`src/rtl/tt_watchdog.sv`:
```
// Idle-cycle watchdog: counts consecutive running cycles without a kick and
// flags expiry on the cycle that would make the count reach TIMEOUT.
module tt_watchdog #(
    parameter int TIMEOUT = 64
) (
    input  logic clk,
    input  logic rst,
    input  logic clear,
    input  logic run,
    input  logic kick,
    output logic expire
);

    localparam int CW = $clog2(TIMEOUT + 1);

    logic [CW-1:0] cnt_q;

    always_ff @(posedge clk or posedge rst) begin
        if (rst) begin
            cnt_q <= '0;
        end else if (clear || kick || !run) begin
            cnt_q <= '0;
        end else begin
            cnt_q <= cnt_q + 1'b1;
        end
    end

    // cnt_q holds the idle cycles already elapsed; this cycle is the TIMEOUT-th.
    assign expire = run && !kick && !clear && (cnt_q == CW'(TIMEOUT - 1));

endmodule

```
`config.mk`:
```
export PLATFORM = sky130hd
export DESIGN_NAME = tt_watchdog
export DESIGN_NICKNAME = d
export VERILOG_FILES = /design/src/rtl/tt_watchdog.sv
export SDC_FILE = /design/constraint.sdc
export NUM_CORES = 1
export LEC_CHECK = 0
export CAP_MARGIN = 25
export CORE_AREA = 5 5 42 44
export DETAILED_ROUTE_END_ITERATION = 8
export DIE_AREA = 0 0 47 49
export GPL_TIMING_DRIVEN = 0
export PLACE_DENSITY = 0.57
export SLEW_MARGIN = 5
export SYNTH_ARGS = -nofsm -noshare
export SYNTH_HDL_FRONTEND = slang
export SYNTH_SLANG_ARGS = --single-unit
```
`constraint.sdc`:
```
create_clock -name clk -period 3.15 [get_ports clk]
set_clock_uncertainty 0.05 [all_clocks]
set_input_delay 0.4725 -clock clk [delete_from_list [all_inputs] [get_ports clk]]
set_output_delay 0.4725 -clock clk [all_outputs]
set_load 0.01 [all_outputs]
```
# --- After elaboration in Yosys (flattened, before gate mapping) ---
# Index checks and enable logic that the tools add are counted.
classes:
  muxes: 1
  n_addsub: 1
  n_eq_ne: 1
  n_reduce_logical: 8
ops:
  columns: ["op", "count"]
  rows:
  - ["adder 7 x 1 -> 7 bit, second input constant", 1]
  - ["== test 7 x 6 -> 1 bit, second input constant", 1]
  - ["2-to-1 mux 7 bit", 1]
  - ["logical AND 1 bit", 3]
  - ["logical NOT 1 bit", 3]
  - ["logical OR 1 bit", 2]
totals:
  register_bits: 7
  input_bits: 5
  elab_cells: 12
  out_inout_bits: 1

# --- Logic depth before layout (Yosys ltp) ---
# Gate-level depths: netlist of run 1.
logic_depth:
  ltp_word: 4
  mapped_depth: 4
  depth_no_buf: 4

# --- Worst setup path after synthesis of run 1 ---
# Ideal clock, no wire load.
synth_path:
  path_kind: "input to output"
  startpoint: "in kick"
  endpoint: "out expire"
  arrival_ns: 1.289
  t_required_ns: 2.627
  path_stages: 3
  path_buffers: 1
  path_slack_ns: 1.339
  cell_sequence: "or3b_1 > buf_6 > nor4_4"
synth_via:
  elab_chain_len: 4
synth_rtl:
  columns: ["element", "line", "source"]
  rows:
  - ["start, declared", "10", "input logic kick,"]
  - ["logical NOT 1 bit", "29", "assign expire = run && !kick && !clear && (cnt_q == CW'(TIMEOUT - 1));"]
  - ["logical AND 1 bit (3 in a row)", "29", null]
  - ["end, declared", "11", "output logic expire"]
# No other way between the ends.

# --- Worst setup path after layout of run 1 ---
layout_path:
  startpoint: "in run"
  endpoint: "out expire"
layout_via:
  elab_chain_len: 3
layout_rtl:
  columns: ["element", "line", "source"]
  rows:
  - ["start, declared", "9", "input logic run,"]
  - ["logical AND 1 bit (3 in a row)", "29", null]
# No other way between the ends.

==> metrics.cfg, run 1 <==
[drt]
wl_per_cell_um=9.679
drc=0
drt.antenna.violating_nets=0
wl_um=542
drt-initial-drc-count=2
avgViaCountPerCell=4.357
firstDrtPassIters=4
vias=244

[layout]
num-nets-final=47
largestRegisters=cnt_q x7
top_register=cnt_q
antenna_cells=0
final_cell_mix=dfrtp_1 (7), clkdlybuf4s50_1 (5), nor2_1 (4)
multiInputGateArea_um2=155.1
largest_reg_flops=7
drive_gt1_share_pct=17.50
ff_latch_area_um2=175.2
final_common_cell=dfrtp_1
syn_to_final_growth_pct=28.26
fin_area_um2=442.9
num-fill-cells=154

[place]
port_buffers=5
postPlaceCellArea_um2=415.4
place_congestion=0.6624

[power]
combPwrFrac_pct=5.9
leakage_nw=0.1842
seqPwrFrac_pct=49.9
total_power_mw=0.1827
switching_share_pct=21.46
clockPowerShare_pct=44.1
ir_drop_v=0.0001959
power.switching_mw=0.03921
p_int_mw=0.1435
cellPowerDensity_mw_per_mm2=412.5

[floorplan]
die_area_mm2=0.002303
coreArea_mm2=0.001401
die_w_um=47
core.rowCount=14
die_h_um=49
ioPinCount=6
initial_core_util_pct=24.64

[yosys]
syn-cell-area_um2=345.3
syn-instance-count=31
ys_seq_area_share_pct=50.72
synth_warnings=0
synth.area.top_cells=dfrtp_1 (51%), nor4_4 (6.2%), xor2_1 (5.1%)
mappedNetlistNets=37
synth_top_cell_area_share_pct=50.72
ys_seq_elements=7
syn_avg_cell_area_um2=11.14
synth_top_area_cell=dfrtp_1
ys_types=19

[min_path]
hp-class=in -> async

[worst_setup_path]
slowest_delay_ns=0.57
critPathArrivalTime_ns=2.25
startpoint_type=input pin
path_class=in -> out
crit_fanout=6
critical_path.top_delay_family=buffers and inverters
critPathSlowestCell=clkdlybuf4s50_1
cp-end-kind=primary output
crit_required_ns=2.63
cpMostUsedCell=clkdlybuf4s50_1
worst-path-buf-inv=3
crit_path_cell_trace=clkdlybuf4s50_1, or3b_1, buf_6, nor4_4, clkdlybuf4s50_1

[sta]
hold_slack_ns=0.3874
slew_violations=0
min_period_ns=2.774
fin_crit_sh_pct=88.05
setup_tns_ns=0
rsz0062_at_grt=no
finalHoldViolCount=0
fmax_mhz=360.6
tightestPinTransition_ns=0.2730
setup_viol=0
relSlewSlack_pct=81.76

[cts]
cts-buffers-inserted=3
clockRootBuffer=clkbuf_4
worstSkewPairLatency_ns=0.25
clk_path_buf_depth=2
post_cts_buffers=0
cts_htree_levels=1
ctsResizeCount=0
cts_tree=built
clock-sinks=7
hold_buffers=0
cts.clk_slew.worst_paths_ns=0.05

[global_routing]
grt.overflow.total=0
grt_max_degree=8
antenna_found_initial=0
grt_pass1_vias=239
grt_usage_pct=6.463
grt_pass1_wl_um=959

[run]
maxCapViolCount=0

[run_status]
outcome=finished clean

## worst reg2reg max path, cell delays in order, from the launching register on
cell and delay [ns]:
dfrtp_1 0.42, nand3_2 0.15, or3_1 0.32, a21oi_1 0.15
## logic make-up after synthesis
family                     after synthesis  synth area share (%)
adders and majority gates                1                 3.623
AOI/OAI and AO/OA                        3                 5.070
DFF                                      7                 50.73
and+or+nand+nor                         15                 28.63
xor gates and xnor gates                 3                 7.610
buffers and inverters                    2                 4.347
## power by group through the flow
stage	Sequential (mW)	Clock [mW]	Combinational, mW
global placement	0.0928	0	0.0112
floorplan	0.0927	0	0.00484
finish	0.0912	0.0807	0.0108
detailed placement	0.0928	0	0.0111
CTS	0.0912	0.0840	0.0111
global route	0.0912	0.0913	0.0120
## metrics by stage
stage	instances	util (%)	setup slack (ns)
floorplan	31	-	1.339
global placement	52	29.64	0.3644
detailed placement	52	29.64	0.3665
CTS	56	31.61	0.3612
global route	56	31.61	0.2793
finish	56	31.61	0.3765
## cells in the mapped netlist
| library cell | number |
|---|---|
| dfrtp_1 | 7 |
| nor2_1 | 4 |
| nand2_1 | 2 |
| nand3_1 | 2 |
| xor2_1 | 2 |
| a21oi_1 | 1 |
| and2_1 | 1 |
| buf_6 | 1 |
| ha_1 | 1 |
| inv_1 | 1 |
| nand2b_1 | 1 |
| nand3_2 | 1 |
| nor3b_1 | 1 |
| nor4_4 | 1 |
| o211ai_1 | 1 |
| o21ai_0 | 1 |
| or3_1 | 1 |
| or3b_1 | 1 |
| xnor2_1 | 1 |
## cell type report
cell class	count	share of cell area [%]
plain buffers	1	2.542
clock buffers	3	5.085
clock inverters	1	1.130
inverters	1	0.8475
multi-input cells	22	35.03
flip-flops and latches	7	39.55
well taps	16	4.520
repair buffers	5	11.30
## layer usage
layer  vias to the layer above  global-route usage, %  routed length, um
li1                        123                      -                  -
met1                       110                  7.223                240
met2                         9                  7.240                227
met3                         2                  5.535                 63
met4                         0                  5.530                 11
met5                         -                      0                  0
## worst paths after layout
| kind | startpoint | end | slack (ns) | depth (start not counted) |
|---|---|---|---|---|
| min in group clk | cnt_q[0] | cnt_q[0] | 0.43 | 1 |
| worst max-delay path | run | expire | 0.38 | 5 |
| worst min-delay path | rst | cnt_q[3] | 0.39 | 2 |
| worst max register to register | cnt_q[2] | cnt_q[5] | 2.00 | 3 |
| max in group asynchronous | rst | cnt_q[4] | 2.45 | 2 |
| worst min register to register | cnt_q[0] | cnt_q[0] | 0.43 | 1 |
No activity file was read; power rests on OpenSTA's default activity.
==> run 2, diff against run 1 <==
Settings changed: CAP_MARGIN 25 to 10.
==> results of run 2 <==
No change in the layout: final DEF, timing and power equal those of run 1.
